## src/rtl/fifo_burst_reader_pkg.sv

```systemverilog
// fifo_burst_reader_pkg: shared state encoding and counter width helpers
// for the FIFO burst reader.
package fifo_burst_reader_pkg;

    typedef enum logic [1:0] {
        IDLE  = 2'd0,
        HOLD  = 2'd1,
        LASTQ = 2'd2
    } burstState_t;

    // Bits needed for a beat counter that reaches burstLen without wrapping
    function automatic int unsigned beatWidth(input int unsigned burstLen);
        return (burstLen < 1) ? 1 : $clog2(burstLen + 1);
    endfunction

    // Bits needed for an idle timer that saturates at timeout
    function automatic int unsigned timerWidth(input int unsigned timeout);
        return (timeout < 1) ? 1 : $clog2(timeout + 1);
    endfunction

endpackage

```

## src/rtl/fifo_burst_reader_timer.sv

```systemverilog
// burst_idle_timer: saturating idle counter with synchronous clear,
// increment enable and a terminal flag. Only built when
// MY_BURST_TIMEOUT_EN is defined.
module burst_idle_timer #(
    parameter int unsigned MyWidth = 5,
    parameter int unsigned MyLimit = 16
) (
    input  logic myClk,
    input  logic myRst,
    input  logic myClr,
    input  logic myInc,
    output logic atLimit_c
);

    logic [MyWidth-1:0] count;

    // Count idle cycles, hold at the limit, restart on clear
    always_ff @(posedge myClk or posedge myRst) begin
        if (myRst) begin
            count <= '0;
        end else if (myClr) begin
            count <= '0;
        end else if (myInc && (count != MyWidth'(MyLimit))) begin
            count <= count + MyWidth'(1);
        end
    end

    assign atLimit_c = (count == MyWidth'(MyLimit));

endmodule

```

## src/rtl/fifo_burst_reader.sv

```systemverilog
// fifo_burst_reader: pops the async FIFO's show-ahead read port and
// re-emits the words as first/last framed bursts of up to MyBurstLen
// words on a valid/ready stream.
// Optional feature macro: MY_BURST_TIMEOUT_EN closes a partial burst
// after MyTimeout idle cycles; without it a partial burst waits for data.
module fifo_burst_reader
    import fifo_burst_reader_pkg::*;
#(
    parameter int unsigned MyDepthSize = 8,
    parameter int unsigned MyBurstLen  = 4,
    parameter int unsigned MyTimeout   = 16
) (
    input  logic                   myRclk,
    input  logic                   myRrst,
    output logic                   myRreq,
    input  logic                   myRempty,
    input  logic [MyDepthSize-1:0] myRdata,
    output logic                   myOutValid,
    input  logic                   myOutReady,
    output logic [MyDepthSize-1:0] myOutData,
    output logic                   myOutFirst,
    output logic                   myOutLast,
    output logic                   myBusy
);

    localparam int unsigned BeatW = beatWidth(MyBurstLen);
    localparam logic [BeatW-1:0] BeatOne  = BeatW'(1);
    localparam logic [BeatW-1:0] BeatFull = BeatW'(MyBurstLen);
    localparam burstState_t RestartState = (MyBurstLen == 1) ? LASTQ : HOLD;

    // Reject degenerate configurations at elaboration
    if (MyBurstLen < 1 || MyTimeout < 1) begin : gBadParam
        $error("fifo_burst_reader: MyBurstLen and MyTimeout must be >= 1");
    end

    burstState_t            state;
    burstState_t            nextState;
    logic [MyDepthSize-1:0] holdData;
    logic                   holdFirst;
    logic [BeatW-1:0]       beat;
    logic                   outFree;
    logic                   popNow;
    logic                   loadOut;
    logic                   loadLast;
    logic                   timerHit;

    assign outFree = !myOutValid || myOutReady;
    assign myRreq  = popNow;

`ifdef MY_BURST_TIMEOUT_EN
    localparam int unsigned TimerW = timerWidth(MyTimeout);

    logic timerClr;

    // Timer only runs in HOLD between pops
    assign timerClr = popNow || (state != HOLD);

    burst_idle_timer #(
        .MyWidth (TimerW),
        .MyLimit (MyTimeout)
    ) uIdleTimer (
        .myClk     (myRclk),
        .myRst     (myRrst),
        .myClr     (timerClr),
        .myInc     (!timerClr),
        .atLimit_c (timerHit)
    );
`else
    assign timerHit = 1'b0;
`endif

    // State register
    always_ff @(posedge myRclk or posedge myRrst) begin
        if (myRrst) begin
            state <= IDLE;
        end else begin
            state <= nextState;
        end
    end

    // Next state, pop request and output-load decode
    always_comb begin
        nextState = state;
        popNow    = 1'b0;
        loadOut   = 1'b0;
        loadLast  = 1'b0;
        unique case (state)
            IDLE: begin
                popNow = !myRempty && !myRrst;
                if (popNow) begin
                    nextState = RestartState;
                end
            end
            HOLD: begin
                popNow = !myRempty && outFree && !myRrst;
                if (popNow) begin
                    loadOut = 1'b1;
                    if ((beat + BeatOne) == BeatFull) begin
                        nextState = LASTQ;
                    end
                end else if (timerHit && outFree) begin
                    loadOut   = 1'b1;
                    loadLast  = 1'b1;
                    nextState = IDLE;
                end
            end
            LASTQ: begin
                popNow = !myRempty && outFree && !myRrst;
                if (outFree) begin
                    loadOut   = 1'b1;
                    loadLast  = 1'b1;
                    nextState = popNow ? RestartState : IDLE;
                end
            end
            default: begin
                nextState = IDLE;
            end
        endcase
    end

    // Hold register and beat counter: capture the FIFO head on every pop
    always_ff @(posedge myRclk or posedge myRrst) begin
        if (myRrst) begin
            holdData  <= '0;
            holdFirst <= 1'b0;
            beat      <= '0;
        end else if (popNow) begin
            holdData  <= myRdata;
            holdFirst <= (state != HOLD);
            beat      <= (state == HOLD) ? (beat + BeatOne) : BeatOne;
        end
    end

    // Output register: load from hold, drop valid once accepted
    always_ff @(posedge myRclk or posedge myRrst) begin
        if (myRrst) begin
            myOutValid <= 1'b0;
            myOutData  <= '0;
            myOutFirst <= 1'b0;
            myOutLast  <= 1'b0;
        end else if (loadOut) begin
            myOutValid <= 1'b1;
            myOutData  <= holdData;
            myOutFirst <= holdFirst;
            myOutLast  <= loadLast;
        end else if (myOutReady) begin
            myOutValid <= 1'b0;
        end
    end

    // Busy flag tracks the registered state
    always_ff @(posedge myRclk or posedge myRrst) begin
        if (myRrst) begin
            myBusy <= 1'b0;
        end else begin
            myBusy <= (nextState != IDLE);
        end
    end

endmodule

```

## config.mk

```make
export PLATFORM = sky130hd
export DESIGN_NAME = fifo_burst_reader
export DESIGN_NICKNAME = d
export VERILOG_FILES = /design/src/rtl/fifo_burst_reader_pkg.sv /design/src/rtl/fifo_burst_reader_timer.sv /design/src/rtl/fifo_burst_reader.sv
export SDC_FILE = /design/constraint.sdc
export NUM_CORES = 1
export LEC_CHECK = 0
export ABC_AREA = 1
export CAP_MARGIN = 40
export CORE_MARGIN = 4
export CORE_UTILIZATION = 40
export DETAILED_ROUTE_END_ITERATION = 10
export PLACE_DENSITY = 0.66
export SYNTH_ARGS = -nofsm -noshare
export SYNTH_HDL_FRONTEND = slang
export SYNTH_SLANG_ARGS = --single-unit
```

## constraint.sdc

```tcl
create_clock -name myRclk -period 1.95 [get_ports myRclk]
set_clock_uncertainty 0.1 [all_clocks]
set_input_delay 0.585 -clock myRclk [delete_from_list [all_inputs] [get_ports myRclk]]
set_output_delay 0.585 -clock myRclk [all_outputs]
set_load 0.1 [all_outputs]
```

==> flow_summary.ini, run 1 <==
[outcome]
status = finished with violations
violations = negative setup slack

[floorplan]
pin_count = 25
rows = 19
floorplan.initialDensity_pct = 43.07
die_area_sq_um = 4022
core_sq_um = 2853
die_w_um = 63.42
fp.dieH_um = 63.42

[cts]
holdBufCountCts = 0
cts_tree = yes
numCtsBuffers = 3
cts.path.max_buffers = 2
cts.htree.levels = 1
cts_root_buffer = clkbuf_4
clkSinkCount = 26
clk_latency_ns = 0.32
clk_pin_slew_ns = 0.13

[placed_design]
dp_cells = 209
io_buffer_count = 24
dp_hpwl_um = 1927
dp_slack_ns = -0.3404
globalplace.congestion = 0.8376

[route]
dr.first_iter.drc_count = 21
drtPass1Iterations = 4
drt-total-wl_um = 2478
wl_per_cell_um = 11.42
vias = 1007
vias_per_cell = 4.641
route.detailed.drc = 0
ant_nets = 0

[timing]
setup_violations = 1
slew_headroom_pct = 87.22
finalCriticalPeriod_ns = 2.217
rsz0062_at_grt = true
fin_ws_ns = -0.2668
timing.fmax_mhz = 451.1
final-hold-violation-count = 0
finalMaxSlewViolations = 0
fin_crit_sh_pct = 113.7
tns_ns = -0.2668
worstMarginPinSlew_ns = 0.1917

[power_and_ir_drop]
p_per_area_nw_per_um2 = 1853
p_clk_share_pct = 8.0
comb_power_share_pct = 61.7
swShare_pct = 50.02
power_leakage_nw = 0.9363
fin_total_pwr_w = 0.003320
p_sw_w = 0.001661
p_int_w = 0.001660
ir_drop_mv = 0.8410
pwr-share-seq_pct = 30.3

[worst_setup_path]
crit_top_cell = nand2_2
crit_arrival_ns = 1.53
rr_worst_depth = 10
reg2reg_from = state[0]
critPathKind = reg2out
worstSetupStartpointType = flop
required_ns = 1.26
crit_path_cell_trace = inv_2 > ha_4 > nand2_2 > nand2_2 > nand2_2 > inv_2 > buf_12
slowest_stage = dfrtp_1
critPathTopFamily = flip-flops
max_stage_delay_ns = 0.44
critPathBufInv = 3
r2r_end = myOutData[5]
critPathMaxFanout = 4
reg2reg_slack_ns = 0.32
cp-end-kind = primary output

[global_routing]
grt_pass1_vias = 923
antenna_found_initial = 0
grt_overflow = 0
grt.total_usage_pct = 12.90
grt_pass1_wl_um = 4091
grt_max_degree = 16

[synth]
synth_cell_type_count = 22
yosys_warnings = 0
syn_nets = 162
synth_cells = 144
synth.ff_latch_count = 26
synth_area_sq_um = 1229
ys_seq_area_share_pct = 52.95
syn_avg_cell_area_sq_um = 8.532

[finish]
final_cell_mix = nand2_1, dfrtp_1, buf_4
n_antenna_cell = 0
nNetsFinal = 205
syn2layout_area_growth_pct = 45.83
drive_above_1_share_pct = 29.57
final_common_cell = nand2_1
nFillCells = 241
fin_cells = 217

[flow_run]
drv_cap = 0

[min_path]
hold_path.class = reg2reg
hp-start = holdData[6]
min_to = myOutData[6]
min_path_cells = 2
[worst reg2reg max path: stages, from the launching register on]
cell and delay, ns:
dfrtp_1 0.44, inv_2 0.08, ha_4 0.26, nand2_2 0.05, buf_4 0.13, inv_2 0.06, nand3_2 0.09, nand2_4 0.12
buf_4 0.13, nand2_1 0.05, nand2_1 0.07
[timing repair]
| action | in CTS | in global routing |
|---|---|---|
| resized for setup | 7 | 0 |
| setup endpoints to repair | 1 | 1 |
| cloned | 0 | 0 |
| pin swaps | 5 | 1 |
| setup buffers | 3 | 1 |
[cell type report]
cell class | instances | area, sq um | share of cell area (%)
Multi-Input combinational cell | 101 | 515.5 | 28.77
Sequential cell | 26 | 654.4 | 36.52
Inverter | 15 | 58.81 | 3.282
Clock buffer | 4 | 36.28 | 2.025
Tap cell | 31 | 38.79 | 2.165
Timing Repair Buffer | 40 | 488.0 | 27.23
[sequential cells by signal, summed over array words and instances, names as in the netlist]
register and flops:
holdFirst 1, holdData 8, myOutFirst 1, myOutData 8, myOutValid 1, state 2, myOutLast 1, beat 3
myBusy 1
[through the flow]
stage / hold WS [ns] / cell area, sq um / util, %
detailed placement: 0.3612 / 1713 / 60.04
CTS: 0.3936 / 1784 / 62.54
finish: 0.3919 / 1792 / 62.81
global route: 0.4178 / 1792 / 62.81
global placement: 0.3589 / 1713 / 60.04
floorplan: 0.3492 / 1232 / -
[metal layers]
| metal | vias up | track usage [%] | share of wire (%) |
|---|---|---|---|
| li1 | 518 | - | - |
| met1 | 472 | 16.25 | 44 |
| met2 | 13 | 21.12 | 51 |
| met3 | 4 | 3.375 | 3.2 |
| met4 | 0 | 4.852 | 1.3 |
| met5 | - | 0 | 0 |
[Yosys cell counts]
master	number	share of area (%)
nand3_2	1	0.81
o21ai_1	1	0.41
nor3_2	1	0.81
nand2_2	5	2.5
o21bai_1	1	0.61
a21oi_1	1	0.41
inv_1	12	3.7
o21ai_0	2	0.81
inv_2	2	0.61
buf_6	1	0.92
nand2_4	1	0.92
nand4_1	1	0.51
o21ai_2	1	0.71
nor2_1	3	0.92
dfrtp_1	26	53
nand2_1	69	21
nor2_4	1	0.92
nor2_2	3	1.5
ha_1	6	6.1
nand3_1	4	1.6
inv_4	1	0.51
buf_4	1	0.61
[cells by family (layout without fill, tap and decap cells)]
kind of cell	count (synthesis)	in the layout	synth area share, %
AOI/OAI and AO/OA	6	6	2.953
adders and majority gates	6	6	6.110
buffers and inverters	17	59	6.314
DFF	26	26	52.95
and+or+nand+nor	89	89	31.67
[worst max path at each step]
stage	end	slack, ns	from	depth (start not counted)
floorplan	myRreq	0.02	myOutValid	6
global placement	myRreq	-0.33	myOutReady	8
detailed placement	myRreq	-0.34	myOutReady	8
CTS	myRreq	-0.28	state[0]	7
global route	myRreq	-0.36	state[0]	7
finish	myRreq	-0.27	state[0]	7
[power groups by stage]
| stage | combinational, W | clock (W) | sequential (W) |
|---|---|---|---|
| after global routing | 0.00216 | 0.000299 | 0.00104 |
| after detailed placement | 0.00199 | 0 | 0.00102 |
| after global placement | 0.00196 | 0 | 0.00101 |
| after CTS | 0.00204 | 0.000278 | 0.00101 |
| final | 0.00205 | 0.000265 | 0.00101 |
| after floorplan | 0.000510 | 0 | 0.00174 |
(Power assumes the default switching activity.)
==> run 2: changes to the inputs <==
--- a/config.mk
+++ b/config.mk
@@ -10,7 +10,8 @@
 export CORE_MARGIN = 4
 export CORE_UTILIZATION = 40
 export DETAILED_ROUTE_END_ITERATION = 10
-export PLACE_DENSITY = 0.66
+export DONT_BUFFER_PORTS = 1
+export PLACE_DENSITY = 0.55
 export SYNTH_ARGS = -nofsm -noshare
 export SYNTH_HDL_FRONTEND = slang
 export SYNTH_SLANG_ARGS = --single-unit
==> flow_summary.ini, run 2 (synthesized netlist as in run 1, its figures left out) <==
[cts]
cts_tree = yes
clk_pin_slew_ns = 0.15
numCtsBuffers = 3
holdBufCountCts = 0
cts.htree.levels = 1
cts_root_buffer = clkbuf_4
clkSinkCount = 26
clk_latency_ns = 0.33
cts.path.max_buffers = 2

[global_routing]
antenna_found_initial = 0
grt_max_degree = 27
grt_pass1_vias = 917
grt_pass1_wl_um = 4264
grt.total_usage_pct = 13.77
grt_overflow = 0

[worst_setup_path]
critPathKind = reg2out
critPathMaxFanout = 4
critPathBufInv = 3
critPathTopFamily = flip-flops
crit_arrival_ns = 1.53
reg2reg_slack_ns = 0.18
worstSetupStartpointType = flop
slowest_stage = dfrtp_1
cp-end-kind = primary output
crit_path_cell_trace = inv_2 > ha_4 > nand2_4 > nand2_2 > nand2_2 > inv_2 > buf_12
max_stage_delay_ns = 0.43
required_ns = 1.26

[timing]
setup_violations = 1
slew_headroom_pct = 77.37
worstMarginPinSlew_ns = 0.3394
fin_ws_ns = -0.2608
fin_crit_sh_pct = 113.4
finalMaxSlewViolations = 0
final-hold-violation-count = 0
rsz0062_at_grt = true
finalCriticalPeriod_ns = 2.211
whs_ns = 0.07530
timing.fmax_mhz = 452.3

[floorplan]
die_area_sq_um = 4022
fp.dieH_um = 63.42
pin_count = 25
die_w_um = 63.42
core_sq_um = 2853
floorplan.initialDensity_pct = 43.07
rows = 19

[route]
drt-total-wl_um = 2547
ant_nets = 0
drtPass1Iterations = 4
dr.first_iter.drc_count = 17
vias = 937
wl_per_cell_um = 12.74
route.detailed.drc = 0
vias_per_cell = 4.685

[finish]
n_antenna_cell = 0
largest_registers = holdData x8, myOutData x8, beat x3
nNetsFinal = 188
drive_above_1_share_pct = 27.81
syn2layout_area_growth_pct = 22.71
final_cell_mix = nand2_1, dfrtp_1, buf_4
nFillCells = 288
postLayoutCellArea_sq_um = 1508
final_common_cell = nand2_1

[min_path]
hold_path.class = in2async

[placed_design]
io_buffer_count = 0
placed_cell_area_sq_um = 1393
globalplace.congestion = 0.8329
dp_hpwl_um = 1773

[flow_run]
drv_cap = 0

[outcome]
status = finished with violations
violations = negative setup slack
## run 2: per-stage QoR
stage	util [%]	cells	worst slack (ns)	setup TNS [ns]
floorplan	-	144	0.01734	0
global placement	48.82	190	0.09822	0
detailed placement	48.82	190	0.07308	0
CTS	52.32	198	-0.2667	-0.2667
global route	52.85	200	-0.3556	-0.3556
finish	52.85	200	-0.2608	-0.2608
## run 2: metal layers
layer / up-vias / track usage (%) / routed length, um
met2: 18 / 23.21 / 1246
met4: 0 / 7.278 / 62
met3: 6 / 2.664 / 73
li1: 486 / - / -
met1: 427 / 16.48 / 1165
met5: - / 0 / 0
## run 2: path summary, 6_finish.rpt
check,from,endpoint,cells past startpoint
min,myRrst,myOutData[2],2
max,state[1],myRreq,7
max in group asynchronous,myRrst,myOutValid,2
min reg2reg,myOutData[2],myOutData[2],2
min in group myRclk,myRdata[7],holdData[7],2
max reg2reg,state[1],myOutData[0],11
## run 2: worst reg2reg max path, delay by kind of cell, from the launching register on
family / cells / cell delay, ns
buf+inv: 5 / 0.46
flops: 1 / 0.43
simple gates: 5 / 0.40
fa+ha+maj: 1 / 0.28
## run 2: area by class of cell
class / count / area (sq um) / area share, %
Timing Repair Buffer: 23 / 185.2 / 12.28
Clock inverter: 1 / 30.03 / 1.992
Sequential cell: 26 / 654.4 / 43.40
Tap cell: 31 / 38.79 / 2.573
Clock buffer: 3 / 22.52 / 1.494
Multi-Input combinational cell: 101 / 518.0 / 34.36
Inverter: 15 / 58.81 / 3.900
## run 2: timing repair
item                       4_1_cts  5_1_grt
cloned                           0        0
resized for setup                4        0
pin swaps                        3        2
setup buffers                    4        2
setup endpoints to repair        1        1
hold endpoints to repair         0        0
Power of run 2 is left out: the tool's default activity adds up to more than one toggle a clock period on the data nets, which glitch-free logic cannot reach.
==> run 3: changes to the inputs <==
--- a/config.mk
+++ b/config.mk
@@ -6,11 +6,13 @@
 export NUM_CORES = 1
 export LEC_CHECK = 0
 export ABC_AREA = 1
-export CAP_MARGIN = 40
+export CAP_MARGIN = 0
 export CORE_MARGIN = 4
 export CORE_UTILIZATION = 40
 export DETAILED_ROUTE_END_ITERATION = 10
 export DONT_BUFFER_PORTS = 1
+export GPL_TIMING_DRIVEN = 1
+export MAX_ROUTING_LAYER = met4
 export PLACE_DENSITY = 0.55
 export SYNTH_ARGS = -nofsm -noshare
 export SYNTH_HDL_FRONTEND = slang
==> results of run 3 <==
No change in the layout: final DEF, timing and power equal those of run 2.
Among the figures that moved: final weighted congestion in routability-driven placement 0.8329 -> 0.8457; overall routing resource usage 13.77% -> 14.15%
Power of run 3 is left out for the same reason.
